**config.mk**
```make
export PLATFORM = sky130hd
export DESIGN_NAME = hex_keypad_scanner
export DESIGN_NICKNAME = d
export VERILOG_FILES = /design/src/rtl/keypad_pkg.sv /design/src/rtl/sync_2ff.sv /design/src/rtl/hex_keypad_scanner.sv
export SDC_FILE = /design/constraint.sdc
export NUM_CORES = 1
export LEC_CHECK = 0
export BUFFER_PORTS_ARGS = -buffer_cell sky130_fd_sc_hd__buf_2
export CORE_AREA = 2 2 73 75
export CTS_CLUSTER_DIAMETER = 50
export DETAILED_ROUTE_END_ITERATION = 16
export DIE_AREA = 0 0 75 77
export PLACE_DENSITY_LB_ADDON = 0.12
export REMOVE_ABC_BUFFERS = 1
export SLEW_MARGIN = 10
export SYNTH_ARGS = -nofsm -noshare
export SYNTH_HDL_FRONTEND = slang
export SYNTH_HIERARCHICAL = 1
export SYNTH_SLANG_ARGS = --single-unit
```
**constraint.sdc**
```tcl
create_clock -name clk -period 2.8 [get_ports clk]
set_clock_uncertainty 0.05 [all_clocks]
set_input_delay 0 -clock clk [delete_from_list [all_inputs] [get_ports clk]]
set_output_delay 0 -clock clk [all_outputs]
set_load 0.01 [all_outputs]
```
**src/rtl/keypad_pkg.sv**
```systemverilog
// Shared types, key map and row decode helper for the hex keypad scanner.
package keypad_pkg;

  typedef enum logic [1:0] {
    SCAN,
    DEBOUNCE,
    PRESSED
  } scan_state_t;

  typedef struct packed {
    logic       valid;
    logic [1:0] row;
  } row_dec_t;

  // Indexed by {row, col}; rows and columns numbered from the active-low bit position.
  localparam logic [3:0] KEY_MAP [16] = '{
    4'h1, 4'h2, 4'h3, 4'hA,
    4'h4, 4'h5, 4'h6, 4'hB,
    4'h7, 4'h8, 4'h9, 4'hC,
    4'hE, 4'h0, 4'hF, 4'hD
  };

  function automatic row_dec_t decode_row(input logic [3:0] rows);
    row_dec_t d;
    d.valid = 1'b1;
    d.row   = 2'd0;
    case (rows)
      4'b1110: d.row = 2'd0;
      4'b1101: d.row = 2'd1;
      4'b1011: d.row = 2'd2;
      4'b0111: d.row = 2'd3;
      default: d.valid = 1'b0;
    endcase
    return d;
  endfunction

endpackage

```
**src/rtl/sync_2ff.sv**
```systemverilog
// Two-flop synchronizer for asynchronous inputs; resets to all-ones (idle pull-up level).
module sync_2ff #(
  parameter int WIDTH = 4
) (
  input  logic             clk,
  input  logic             rst,
  input  logic [WIDTH-1:0] d,
  output logic [WIDTH-1:0] q
);

  logic [WIDTH-1:0] meta;

  always_ff @(posedge clk or posedge rst) begin
    if (rst) begin
      meta <= '1;
      q    <= '1;
    end else begin
      meta <= d;
      q    <= meta;
    end
  end

endmodule

```
**src/rtl/hex_keypad_scanner.sv**
```systemverilog
// Scans a 4x4 active-low keypad, debounces press and release on divider ticks,
// and reports each accepted key as a hex digit with a one-cycle valid pulse.
module hex_keypad_scanner
  import keypad_pkg::*;
#(
  parameter int SCAN_DIV     = 50000,
  parameter int DEBOUNCE_CNT = 4
) (
  input  logic       clk,
  input  logic       rst,
  output logic [3:0] col_drive,
  input  logic [3:0] row_sense,
  output logic [3:0] key_code,
  output logic       key_valid,
  output logic       key_held
);

  localparam int DIV_W = (SCAN_DIV > 2) ? $clog2(SCAN_DIV) : 1;
  localparam int CNT_W = $clog2(DEBOUNCE_CNT + 1);

  logic [3:0]       rows_s;
  logic [DIV_W-1:0] div_cnt;
  logic             tick;

  scan_state_t      state, state_n;
  logic [1:0]       col_idx, col_n;
  logic [3:0]       latched, latched_n;
  logic [CNT_W-1:0] match_cnt, match_n;
  logic [CNT_W-1:0] rel_cnt, rel_n;
  logic [3:0]       key_code_n;
  logic             key_valid_n;
  logic             judge;
  logic [3:0]       judge_pat;
  row_dec_t         dec;

  sync_2ff #(.WIDTH(4)) u_row_sync (
    .clk (clk),
    .rst (rst),
    .d   (row_sense),
    .q   (rows_s)
  );

  // Free-running divider so tick phase never depends on FSM activity.
  always_ff @(posedge clk or posedge rst) begin
    if (rst) begin
      div_cnt <= '0;
    end else if (tick) begin
      div_cnt <= '0;
    end else begin
      div_cnt <= div_cnt + DIV_W'(1);
    end
  end

  assign tick = (div_cnt == DIV_W'(SCAN_DIV - 1));

  always_comb begin
    state_n     = state;
    col_n       = col_idx;
    latched_n   = latched;
    match_n     = match_cnt;
    rel_n       = rel_cnt;
    key_code_n  = key_code;
    key_valid_n = 1'b0;
    judge       = 1'b0;
    judge_pat   = latched;
    dec         = '0;

    case (state)
      SCAN: begin
        if (tick) begin
          if (rows_s == 4'hF) begin
            col_n = col_idx + 2'd1;
          end else begin
            latched_n = rows_s;
            match_n   = CNT_W'(1);
            if (DEBOUNCE_CNT == 1) begin
              judge     = 1'b1;
              judge_pat = rows_s;
            end else begin
              state_n = DEBOUNCE;
            end
          end
        end
      end

      DEBOUNCE: begin
        if (tick) begin
          if (rows_s == latched) begin
            if (int'(match_cnt) + 1 >= DEBOUNCE_CNT) begin
              judge     = 1'b1;
              judge_pat = latched;
            end else begin
              match_n = match_cnt + CNT_W'(1);
            end
          end else begin
            state_n = SCAN;
            col_n   = col_idx + 2'd1;
          end
        end
      end

      PRESSED: begin
        if (tick) begin
          if (rows_s == 4'hF) begin
            if (int'(rel_cnt) + 1 >= DEBOUNCE_CNT) begin
              state_n = SCAN;
              col_n   = col_idx + 2'd1;
              rel_n   = '0;
            end else begin
              rel_n = rel_cnt + CNT_W'(1);
            end
          end else begin
            rel_n = '0;
          end
        end
      end

      default: begin
        state_n = SCAN;
      end
    endcase

    // A stable pattern is accepted only when exactly one row is low.
    if (judge) begin
      dec = decode_row(judge_pat);
      if (dec.valid) begin
        state_n     = PRESSED;
        key_code_n  = KEY_MAP[{dec.row, col_idx}];
        key_valid_n = 1'b1;
        rel_n       = '0;
      end else begin
        state_n = SCAN;
        col_n   = col_idx + 2'd1;
      end
    end
  end

  always_ff @(posedge clk or posedge rst) begin
    if (rst) begin
      state     <= SCAN;
      col_idx   <= 2'd0;
      col_drive <= 4'b1110;
      latched   <= 4'hF;
      match_cnt <= '0;
      rel_cnt   <= '0;
      key_code  <= 4'h0;
      key_valid <= 1'b0;
      key_held  <= 1'b0;
    end else begin
      state     <= state_n;
      col_idx   <= col_n;
      col_drive <= ~(4'b0001 << col_n);
      latched   <= latched_n;
      match_cnt <= match_n;
      rel_cnt   <= rel_n;
      key_code  <= key_code_n;
      key_valid <= key_valid_n;
      key_held  <= (state_n == PRESSED);
    end
  end

endmodule
```
==> results by group, run 1 <==
Timing
  • Total count of hold-check failures in the final report: 0
  • # setup viols final: 0
  • Minimum hold slack: 0.287 ns
  • Headroom to the max-slew limit: between 60% and 70%
  • Final worst path period share: 80.1%
  • Unrepaired setup endpoints after global routing: false
  • Final Max Slew Viols: 0
  • Maximum clock frequency: around 0.45 GHz
  • Slew at the pin closest to its max-slew limit: roughly 0.57 ns
  • Post-route minimum period: 2.24 ns
  • Post-Route Setup TNS: 0 ns

Die
  • Floorplan row count: 26
  • Total die area: 0.00578 mm^2
  • Die Height: around 77 um
  • Core Area: around 0.005 mm^2
  • Boundary pin count: 16
  • Die extent in x: 75 um
  • Effective utilization at floorplan: between 40% and 50%

Placement
  • Placed insts: between 200 and 300
  • Number of buffers inserted by port buffering: 15
  • Post-DP HPWL: 2850 um
  • RePlAce Congestion: ~0.75

Min path
  • Hold Path End: u_row_sync/meta[1]
  • Hold path startpoint: row_sense[1]
  • Hold Crit Class: in2reg
  • Cells on Worst Hold Path: 2

GRT
  • Global-route wire length before repair: between 7000 and 8000 um
  • GR Util met2: 23.5%
  • Vias in the first global route: around 1.5k
  • Overflow after GRT: 0
  • Pin count of the biggest net entering global routing: between 40 and 50
  • Global routing met3 resource utilization: under 10%
  • Gr busiest metal: met2
  • Antenna violations before repair: 0
  • Combined global-route utilization of all metal layers: around 16%
  • Grt met1 use: between 20% and 30%

Setup path
  • Category of the critical setup timing path: reg2reg
  • Critical Path, Cell by Cell: ha_1 -> and2_1 -> a2111oi_4 -> nand4bb_2 -> a31oi_4 -> mux2_4
  • Nature of the critical path endpoint: register
  • Setup crit start kind: register
  • Cell depth of the worst flop-to-flop path: 6
  • Arrival time of data at the critical path endpoint: about 2.4 ns
  • Worst endpoint required time: a little under 3 ns
  • Launch point of the worst reg-to-reg path: match_cnt[0]
  • Setup slack, reg-to-reg: around 0.56 ns
  • CP max-delay cell: sky130_fd_sc_hd__a2111oi_4
  • Critical path's largest stage delay: between 0.4 and 0.5 ns
  • Worst reg2reg endpoint: col_idx[1]
  • Crit path max fanout: 6

Logic synthesis
  • Synthesized area divided by synthesized cell count: approximately 11 um^2
  • Count of state elements after synthesis: 48
  • Yosys warning total: 6
  • Yosys cell types: between 40 and 50
  • Number of enable-type register cells in the synthesized netlist: 0
  • Proportion of register bits with asynchronous set or reset after synthesis: 100%
  • Top cells by area in the synthesized netlist: sky130_fd_sc_hd__dfrtp_1, sky130_fd_sc_hd__dfstp_2, sky130_fd_sc_hd__xor2_1
  • Area of the mapped netlist: between 0.002 and 0.0025 mm^2
  • Most used flip-flop cell after synthesis: sky130_fd_sc_hd__dfrtp_1
  • Mapped Cells: about 210
  • Sequential area share after synthesis: between 50% and 60%
  • Most numerous cell in the Yosys netlist: sky130_fd_sc_hd__dfrtp_1
  • Synth top area share: around a third
  • Largest area contributor in the netlist: sky130_fd_sc_hd__dfrtp_1
  • Commonest cells in the synthesized netlist: sky130_fd_sc_hd__dfrtp_1, sky130_fd_sc_hd__nand2_1, sky130_fd_sc_hd__nor2_1, sky130_fd_sc_hd__dfstp_2, sky130_fd_sc_hd__xor2_1

Layout
  • Layout area overhead: 13.7%
  • Number of nets in the finished design: approximately 250
  • Final instance count without filler cells: 308
  • Fraction of layout instances using a drive strength above 1: 24.8%
  • Number of antenna diodes: 0
  • Utilization after layout: between 50% and 60%

Routing
  • Routed Wire Length: between 4000 and 5000 um
  • Via density per instance: ~5.1
  • Count of TritonRoute iterations in the first routing pass: 4
  • Post-route DRC: 0
  • Starting DRC count in detailed routing: 71
  • Routed wirelength normalized by instance count: between 10 and 15 um
  • Detailed-route via count: roughly 1.6k
  • DRT antenna net count: 0

CTS
  • Number of buffers inserted by hold repair at cts: 5
  • H-tree lvl count: 2
  • Clock latency at the later pin of the worst-skew pair: about 0.3 ns
  • CTS root buf: sky130_fd_sc_hd__clkbuf_8
  • Setup fix buffers added after clock tree synthesis: 0
  • Total clock sinks: 48
  • Quantity of gates resized following cts: 0
  • Clock transition at the register clock pins on the worst setup and hold paths after CTS: roughly 0.090 ns
  • Clock Tree Buf Depth: 2
  • Number of clock buffers inserted by TritonCTS: 5
  • TritonCTS clock tree: done

Power and ir drop
  • Static Leakage: about 1.2 nW
  • Power Dens Cells: about 460 mW/mm^2
  • Worst vdd ir: 0.347 mV
  • Sum of internal, switching and leakage power: about 1.2 mW

Run
  • Max-capacitance violation count: 0

Status
  • Run status: completed
[layout make-up]
cell class	instances	area, um^2
Sequential cell	48	1220
Fill cell	442	2260
Timing Repair Buffer	23	148
Clock inverter	3	47.5
Multi-Input combinational cell	147	1100
Tap cell	70	87.6
Clock buffer	5	68.8
Inverter	12	45.0
[cells by family (layout without fill, tap and decap cells)]
kind of cell,after synthesis,count (layout),synth area share (%)
compound gates,23,23,7.45
simple gates,79,79,18.9
fa+ha+maj,8,8,4.20
mux,17,17,8.08
flops,48,48,51.1
xor+xnor,20,20,7.34
buf+inv,16,43,2.88
[stage by stage]
step,setup slack (ns),area [um^2]
global placement,0.583,2550
finish,0.557,2710
detailed placement,0.541,2550
floorplan,0.667,2360
CTS,0.544,2710
global route,0.344,2710
[state kept, by name, indices dropped and copies added, names as in the netlist]
name and count:
div_cnt 16, col_drive 4, key_code 4, latched 4
u_row_sync/meta 4, u_row_sync/q 4, match_cnt 3, rel_cnt 3
col_idx 2, state 2, key_held 1, key_valid 1
[per-layer routing]
layer	wire, um	share of wire [%]
met4	54	1.3
met5	0	0
met3	150	3.7
met2	1800	45
met1	2020	50
[worst max path at each step]
stage                      start         end  slack (ns)  cells after the start
floorplan           match_cnt[0]  col_idx[1]        0.67                      6
global placement    match_cnt[0]  col_idx[1]        0.58                      6
detailed placement  match_cnt[0]  col_idx[1]        0.54                      6
CTS                 match_cnt[0]  col_idx[1]        0.54                      6
global route          div_cnt[5]  latched[1]        0.34                      4
finish              match_cnt[0]  col_idx[1]        0.56                      6
[critical path, delay by kind of cell (launching register included)]
kind	cells	cell delay, ns
multiplexers	1	0.33
AO/OA/AOI/OAI	2	0.77
flip-flops	1	0.41
AND/OR/NAND/NOR	2	0.36
adder cells (fa/ha/maj)	1	0.21
[placed cells by master (no fill, tap or decap), drive strengths merged, types with 2 or more instances in the layout]
cell          n
dfrtp        33
nand2        20
nor2         18
buf          18
dfstp        15
xor2         13
inv          11
o21ai        11
mux2          9
mux2i         8
ha            8
xnor2         7
nand4         6
clkbuf        5
dlygate4sd3   5
and3          4
and4          4
nor3          4
nand3         4
and2          3
nor2b         3
a21oi         3
clkinv        3
nor4          3
or3           2
nand4b        2
o22ai         2
a31oi         2
[power by group]
part           leakage, nW  internal (mW)  total (mW)  switching [mW]
sequential           0.604          0.704       0.708         0.00403
clock               0.0583          0.269       0.504           0.235
combinational        0.519         0.0107      0.0298          0.0191
No activity file was read; power rests on OpenSTA's default activity.
==> inputs of run 2 (changes only) <==
==> constraint.sdc (replaced) <==
create_clock -name clk -period 1.9 [get_ports clk]
set_clock_uncertainty 0.05 [all_clocks]
set_input_delay 0 -clock clk [delete_from_list [all_inputs] [get_ports clk]]
set_output_delay 0 -clock clk [all_outputs]
set_load 0.01 [all_outputs]
==> run 2 against run 1 <==
Compared with the run above: the flow now finishes with violations (setup timing); sequential power rose by 47%; non-clock buffer count increased by 44; final cell count grew 14%; first-iteration DRC count shrank 7.0%; clock-buffer cell count is the same; worst hold slack worse by 0.010 ns; power rose by 40%; critical path type unchanged; critical endpoint is now match_cnt[1]; largest cell class unchanged; largest power group unchanged.
==> results by group, run 2 (same netlist as run 1, synthesis figures left out) <==
Setup path
  • Crit path max fanout: 3 (was 6)
  • Worst endpoint required time: 2.06 ns (was 2.95 ns)
  • Category of the critical setup timing path: reg2reg (unchanged)
  • Nature of the critical path endpoint: register (unchanged)
  • Critical path buffers and inverters: 1 (was 0)
  • Critical Path, Cell by Cell: ha_2 -> and2_4 -> a2111oi_4 -> buf_4 -> and4b_1 -> and3_4 -> a32o_1 (was ha_1 -> and2_1 -> a2111oi_4 -> nand4bb_2 -> a31oi_4 -> mux2_4)
  • Critical path's largest stage delay: 0.39 ns (was 0.43 ns)
  • CP delay by family, top: compound AO/OA/AOI/OAI gates (unchanged)
  • CP max-delay cell: sky130_fd_sc_hd__dfrtp_1 (was sky130_fd_sc_hd__a2111oi_4)
  • Setup crit start kind: register (unchanged)
  • Arrival time of data at the critical path endpoint: 2.18 ns (was 2.39 ns)

Die
  • Floorplan row count: 26 (unchanged)
  • Die Height: 77 um (unchanged)
  • Effective utilization at floorplan: 47.9% (unchanged)
  • Core Area: 0.00498 mm^2 (unchanged)
  • Boundary pin count: 16 (unchanged)
  • Total die area: 0.00578 mm^2 (unchanged)
  • Die extent in x: 75 um (unchanged)

Power and ir drop
  • Cell internal power dissipation: 1.33 mW (was 984 uW)
  • Sequential group share of total power: 59.8% (was 57.0%)
  • Static Leakage: 1.41 nW (was 1.18 nW)
  • Net load switching power: 411 uW (was 258 uW)
  • Proportion of power drawn by combinational gates: 3.2% (was 2.4%)
  • Fraction of power spent switching nets: 23.6% (was 20.8%)
  • Power Dens Cells: 558 mW/mm^2 (was 458 mW/mm^2)
  • Clock share of power: 37.0% (was 40.6%)
  • Worst vdd ir: 0.430 mV (was 0.347 mV)

GRT
  • Antenna violations before repair: 0 (unchanged)
  • Global-route wire length before repair: 7630 um (was 7200 um)
  • Combined global-route utilization of all metal layers: 17.6% (was 16.2%)
  • Pin count of the biggest net entering global routing: 41 (unchanged)
  • Vias in the first global route: 1,687 (was 1,528)
  • Overflow after GRT: 0 (unchanged)

Layout
  • Biggest register: div_cnt (unchanged)
  • Fraction of layout instances using a drive strength above 1: 40.4% (was 24.8%)
  • Most used cells in the layout excluding fill and tap cells: sky130_fd_sc_hd__buf_4, sky130_fd_sc_hd__dfrtp_1, sky130_fd_sc_hd__nand2_1 (was sky130_fd_sc_hd__dfrtp_1, sky130_fd_sc_hd__nand2_1, sky130_fd_sc_hd__nor2_1)
  • Most common cell after layout, fill and taps aside: sky130_fd_sc_hd__buf_4 (was sky130_fd_sc_hd__dfrtp_1)
  • Layout area overhead: 30.9% (was 13.7%)
  • Number of nets in the finished design: 295 (was 251)
  • Number of antenna diodes: 0 (unchanged)
  • Flip-flop count of the largest register after layout: 16 (unchanged)

CTS
  • Number of clock buffers inserted by TritonCTS: 5 (unchanged)
  • CTS root buf: sky130_fd_sc_hd__clkbuf_8 (unchanged)
  • Total clock sinks: 48 (unchanged)
  • Clock transition at the register clock pins on the worst setup and hold paths after CTS: 0.10 ns (was 0.09 ns)
  • Clock latency at the later pin of the worst-skew pair: 0.31 ns (was 0.30 ns)
  • TritonCTS clock tree: done (unchanged)
  • H-tree lvl count: 2 (unchanged)
  • Clock Tree Buf Depth: 2 (unchanged)

Routing
  • Post-route DRC: 0 (unchanged)
  • Routed wirelength normalized by instance count: 13.1 um (about the same)
  • Starting DRC count in detailed routing: 66 (was 71)
  • DRT antenna net count: 0 (unchanged)
  • Routed Wire Length: 4610 um (was 4020 um)
  • Detailed-route via count: 1,746 (was 1,565)
  • Count of TritonRoute iterations in the first routing pass: 6 (was 4)
  • Via density per instance: 4.96 (was 5.08)

Timing
  • Final worst path period share: 107% (was 80.1%)
  • Maximum clock frequency: 0.493 GHz (was 0.446 GHz)
  • Headroom to the max-slew limit: 64.8% (was 61.4%)
  • Total count of hold-check failures in the final report: 0 (unchanged)
  • Slew at the pin closest to its max-slew limit: 0.528 ns (was 0.573 ns)
  • Final Max Slew Viols: 0 (unchanged)
  • Unrepaired setup endpoints after global routing: true (was false)
  • Setup slack after layout: -0.128 ns (was 0.557 ns)
  • Post-Route Setup TNS: -0.709 ns (was 0 ns)
  • Post-route minimum period: 2.03 ns (was 2.24 ns)
  • # setup viols final: 11 (was 0)

Status
  • Run status: finished, violations left (was completed)
  • Violated checks: setup timing

Placement
  • Setup slack after placement: -0.190 ns (was 0.541 ns)
  • Number of buffers inserted by port buffering: 15 (unchanged)
  • Post-DP HPWL: 3220 um (was 2850 um)
  • RePlAce Congestion: 0.806 (was 0.750)

Min path
  • Hold Crit Class: in2reg (unchanged)

Run
  • Max-capacitance violation count: 0 (unchanged)
==> run 2: cell count changes in the layout (fill, tap and decap cells not counted), moves of 2 or more <==
cell                      before  now
sky130_fd_sc_hd__mux2_4        3    6
sky130_fd_sc_hd__buf_6         0    4
sky130_fd_sc_hd__buf_4         3   43
sky130_fd_sc_hd__o21ai_0       8    6
sky130_fd_sc_hd__mux2_2        5    2
sky130_fd_sc_hd__inv_6         0    2
==> run 2: path summary, 6_finish.rpt <==
check                                   start                  to  slack (ns)  depth (start not counted)
setup / recovery                 match_cnt[0]        match_cnt[1]       -0.13                          7
hold / removal                   row_sense[1]  u_row_sync/meta[1]        0.28                          2
hold reg to reg            u_row_sync/meta[0]     u_row_sync/q[0]        0.31                          0
setup reg to reg                 match_cnt[0]        match_cnt[1]       -0.13                          7
max in group asynchronous                 rst          latched[3]        1.10                          4
min in group asynchronous                 rst            state[1]        0.31                          4
==> run 2: metal layers <==
metal  wire length, um  vias to the layer above  track usage (%)
li1                  -                      880                -
met2              2190                       25             25.9
met1              2250                      836             25.0
met5                 0                        -                0
met4                50                        0             5.89
met3               118                        5             4.73
==> run 2: area by class of cell <==
| class | instances | area [um^2] |
|---|---|---|
| timing repair buffer | 67 | 493 |
| multi-input combinational | 147 | 1180 |
| sequential | 48 | 1220 |
| inverter | 12 | 45.0 |
| tap | 70 | 87.6 |
| clock buffer | 5 | 68.8 |
| fill | 414 | 1850 |
| clock inverter | 3 | 26.3 |
==> run 2: timing repair <==
| action | 4_1_cts | 5_1_grt |
|---|---|---|
| hold buffers | 5 | 0 |
| setup endpoints to repair | 20 | 23 |
| resized for setup | 10 | 12 |
| pin swaps | 7 | 6 |
| hold endpoints to repair | 45 | 0 |
| setup buffers | 2 | 4 |
==> run 2: power groups by stage <==
| stage | registers [mW] | clock network (mW) | logic (mW) |
|---|---|---|---|
| 2_1_floorplan | 1.06 | 0 | 0.0239 |
| 3_3_place_gp | 1.06 | 0 | 0.0477 |
| 3_5_place_dp | 1.06 | 0 | 0.0480 |
| 4_1_cts | 1.04 | 0.675 | 0.0562 |
| 5_1_grt | 1.04 | 0.714 | 0.0643 |
| 6_report | 1.04 | 0.644 | 0.0563 |
==> run 2: per-stage QoR <==
stage | cell area, um^2 | std cells | hold slack (ns) | utilization, % | total power, mW
floorplan | 2360 | 207 | -0.0455 | - | 1.08
global placement | 2830 | 333 | 0.0556 | 56.9 | 1.11
detailed placement | 2830 | 333 | 0.0566 | 56.9 | 1.11
CTS | 3040 | 348 | 0.259 | 61.2 | 1.77
global route | 3120 | 352 | 0.253 | 62.7 | 1.82
finish | 3120 | 352 | 0.277 | 62.7 | 1.74
==> inputs of run 3 (changes only) <==
==> constraint.sdc (replaced) <==
create_clock -name clk -period 1.9 [get_ports clk]
set_clock_uncertainty 0.05 [all_clocks]
set_input_delay 0.285 -clock clk [delete_from_list [all_inputs] [get_ports clk]]
set_output_delay 0.285 -clock clk [all_outputs]
set_load 0.01 [all_outputs]
==> run 3 against run 2 <==
Compared with the run above: the flow still finishes with violations (setup timing); worst setup slack unchanged; critical endpoint unchanged; first-iteration DRC count decreased by 4.5%; critical path depth unchanged; power about the same; cell area decreased by 0.32%; critical path type unchanged; final cell count decreased by 0.28%; maximum frequency unchanged; worst hold slack got worse by 0.24 ns; via count decreased by 0.34%.
==> results by group, run 3 (same netlist as run 1, synthesis figures left out) <==
Status
  • Run status: finished, violations left (unchanged)
  • Violated checks: setup timing (unchanged)

Timing
  • Post-route minimum period: 2.03 ns (unchanged)
  • Unrepaired setup endpoints after global routing: true (unchanged)
  • Maximum clock frequency: 0.493 GHz (unchanged)
  • Setup slack after layout: -0.128 ns (unchanged)
  • Slew at the pin closest to its max-slew limit: 0.529 ns (was 0.528 ns)
  • Headroom to the max-slew limit: 64.7% (was 64.8%)
  • Minimum hold slack: 0.0343 ns (was 0.277 ns)
  • # setup viols final: 11 (unchanged)
  • Post-Route Setup TNS: -0.708 ns (was -0.709 ns)
  • Final Max Slew Viols: 0 (unchanged)
  • Total count of hold-check failures in the final report: 0 (unchanged)
  • Final worst path period share: 107% (unchanged)

Layout
  • Biggest register: div_cnt (unchanged)
  • Number of fill cells: 416 (was 414)
  • Most common cell after layout, fill and taps aside: sky130_fd_sc_hd__buf_4 (unchanged)
  • Most used cells in the layout excluding fill and tap cells: sky130_fd_sc_hd__buf_4, sky130_fd_sc_hd__dfrtp_1, sky130_fd_sc_hd__nand2_1 (unchanged)
  • Number of nets in the finished design: 294 (was 295)
  • Layout Cell Area excl Fill: 0.00311 mm^2 (was 0.00312 mm^2)
  • Fraction of layout instances using a drive strength above 1: 40.6% (was 40.4%)
  • Layout area overhead: 30.5% (was 30.9%)
  • FF/Latch Area: 0.00122 mm^2 (unchanged)
  • Flip-flop count of the largest register after layout: 16 (unchanged)
  • Number of antenna diodes: 0 (unchanged)
  • Total area of multi-input combinational cells: 0.00118 mm^2 (unchanged)
  • Utilization after layout: 62.5% (was 62.7%)

Power and ir drop
  • Proportion of power drawn by combinational gates: 3.1% (was 3.2%)
  • Clock share of power: 37.1% (was 37.0%)
  • Cell internal power dissipation: 1.33 mW (about the same)
  • Power Dens Cells: 560 mW/mm^2 (was 558 mW/mm^2)
  • Sum of internal, switching and leakage power: 1.74 mW (about the same)
  • Sequential group share of total power: 59.8% (about the same)
  • Worst vdd ir: 0.432 mV (was 0.430 mV)
  • Static Leakage: 1.41 nW (about the same)
  • Fraction of power spent switching nets: 23.6% (about the same)
  • Net load switching power: 412 uW (was 411 uW)

Die
  • Effective utilization at floorplan: 47.9% (unchanged)
  • Floorplan row count: 26 (unchanged)
  • Die Height: 77 um (unchanged)
  • Die extent in x: 75 um (unchanged)
  • Total die area: 0.00578 mm^2 (unchanged)
  • Core Area: 0.00498 mm^2 (unchanged)
  • Boundary pin count: 16 (unchanged)

Placement
  • Number of buffers inserted by port buffering: 15 (unchanged)
  • RePlAce Congestion: 0.806 (unchanged)
  • Placed cell areas: 0.00283 mm^2 (unchanged)
  • Post-DP HPWL: 3220 um (unchanged)

Setup path
  • Category of the critical setup timing path: reg2reg (unchanged)
  • Worst endpoint required time: 2.06 ns (about the same)
  • Crit path max fanout: 3 (unchanged)
  • Nature of the critical path endpoint: register (unchanged)
  • Crit path launch: match_cnt[0] (unchanged)
  • Setup crit start kind: register (unchanged)
  • Launch point of the worst reg-to-reg path: match_cnt[0] (unchanged)
  • Arrival time of data at the critical path endpoint: 2.18 ns (about the same)
  • Cell depth of the worst flop-to-flop path: 7 (unchanged)

GRT
  • Vias in the first global route: 1,677 (was 1,687)
  • Combined global-route utilization of all metal layers: 17.5% (was 17.6%)
  • Overflow after GRT: 0 (unchanged)
  • Antenna violations before repair: 0 (unchanged)
  • Global-route wire length before repair: 7600 um (was 7630 um)
  • Pin count of the biggest net entering global routing: 41 (unchanged)

CTS
  • H-tree lvl count: 2 (unchanged)
  • Number of clock buffers inserted by TritonCTS: 5 (unchanged)
  • CTS root buf: sky130_fd_sc_hd__clkbuf_8 (unchanged)
  • TritonCTS clock tree: done (unchanged)
  • Total clock sinks: 48 (unchanged)
  • Clock latency at the later pin of the worst-skew pair: 0.31 ns (about the same)
  • Clock transition at the register clock pins on the worst setup and hold paths after CTS: 0.10 ns (about the same)
  • Clock Tree Buf Depth: 2 (unchanged)

Routing
  • Routed Wire Length: 4600 um (was 4610 um)
  • Post-route DRC: 0 (unchanged)
  • Detailed-route via count: 1,740 (was 1,746)
  • DRT antenna net count: 0 (unchanged)
  • Routed wirelength normalized by instance count: 13.1 um (about the same)
  • Starting DRC count in detailed routing: 63 (was 66)
  • Count of TritonRoute iterations in the first routing pass: 6 (unchanged)
  • Via density per instance: 4.96 (about the same)

Run
  • Max-capacitance violation count: 0 (unchanged)

Min path
  • Hold Crit Class: in2async (was in2reg)
## run 3: area by class of cell
type / instances / share of cell area, %
clock inverters: 3 / 0.844
flip-flops and latches: 48 / 39.2
clock buffers: 5 / 2.21
repair buffers: 66 / 15.5
inverters: 12 / 1.45
multi-input cells: 147 / 38.0
well taps: 70 / 2.81
## run 3: final timing paths
| kind | slack (ns) | endpoint |
|---|---|---|
| max | -0.13 | match_cnt[1] |
| min reg2reg | 0.31 | u_row_sync/q[0] |
| min in group clk | 0.31 | u_row_sync/q[0] |
| min | 0.03 | state[1] |
| max in group asynchronous | 1.37 | latched[3] |
| max reg2reg | -0.13 | match_cnt[1] |
## run 3: worst max-delay path, stage by stage (launching register included)
cell and delay [ns]:
sky130_fd_sc_hd__dfrtp_1 0.39, sky130_fd_sc_hd__ha_2 0.19, sky130_fd_sc_hd__and2_4 0.14, sky130_fd_sc_hd__a2111oi_4 0.35, sky130_fd_sc_hd__buf_4 0.20, sky130_fd_sc_hd__and4b_1 0.22, sky130_fd_sc_hd__and3_4 0.16, sky130_fd_sc_hd__a32o_1 0.23
## run 3: layer usage
metal | GRT usage [%] | share of wire (%) | wire length [um] | vias to the layer above
met5 | 0 | 0 | 0 | -
met4 | 5.89 | 1.1 | 50 | 0
met3 | 4.73 | 2.7 | 124 | 5
met2 | 25.7 | 47 | 2180 | 25
met1 | 25.0 | 49 | 2250 | 832
li1 | - | - | - | 878
## run 3: metrics by stage
| step | instances | worst slack (ns) |
|---|---|---|
| 3_5_place_dp | 333 | -0.190 |
| 2_1_floorplan | 207 | -0.233 |
| 4_1_cts | 347 | -0.133 |
| 5_1_grt | 351 | -0.211 |
| 6_report | 351 | -0.128 |
| 3_3_place_gp | 333 | -0.152 |
## run 3: what timing repair did
action,4_1_cts,5_1_grt
hold buffers,4,0
resized for setup,10,12
pin swaps,7,6
endpoints found under the setup margin,20,23
endpoints found under the hold margin,4,0
setup buffers,2,4
## run 3: power by group through the flow
stage | clock [mW] | sequential, mW | combinational, mW
floorplan | 0 | 1.06 | 0.0239
global placement | 0 | 1.06 | 0.0477
detailed placement | 0 | 1.06 | 0.0480
CTS | 0.675 | 1.04 | 0.0546
global route | 0.714 | 1.04 | 0.0625
finish | 0.646 | 1.04 | 0.0547
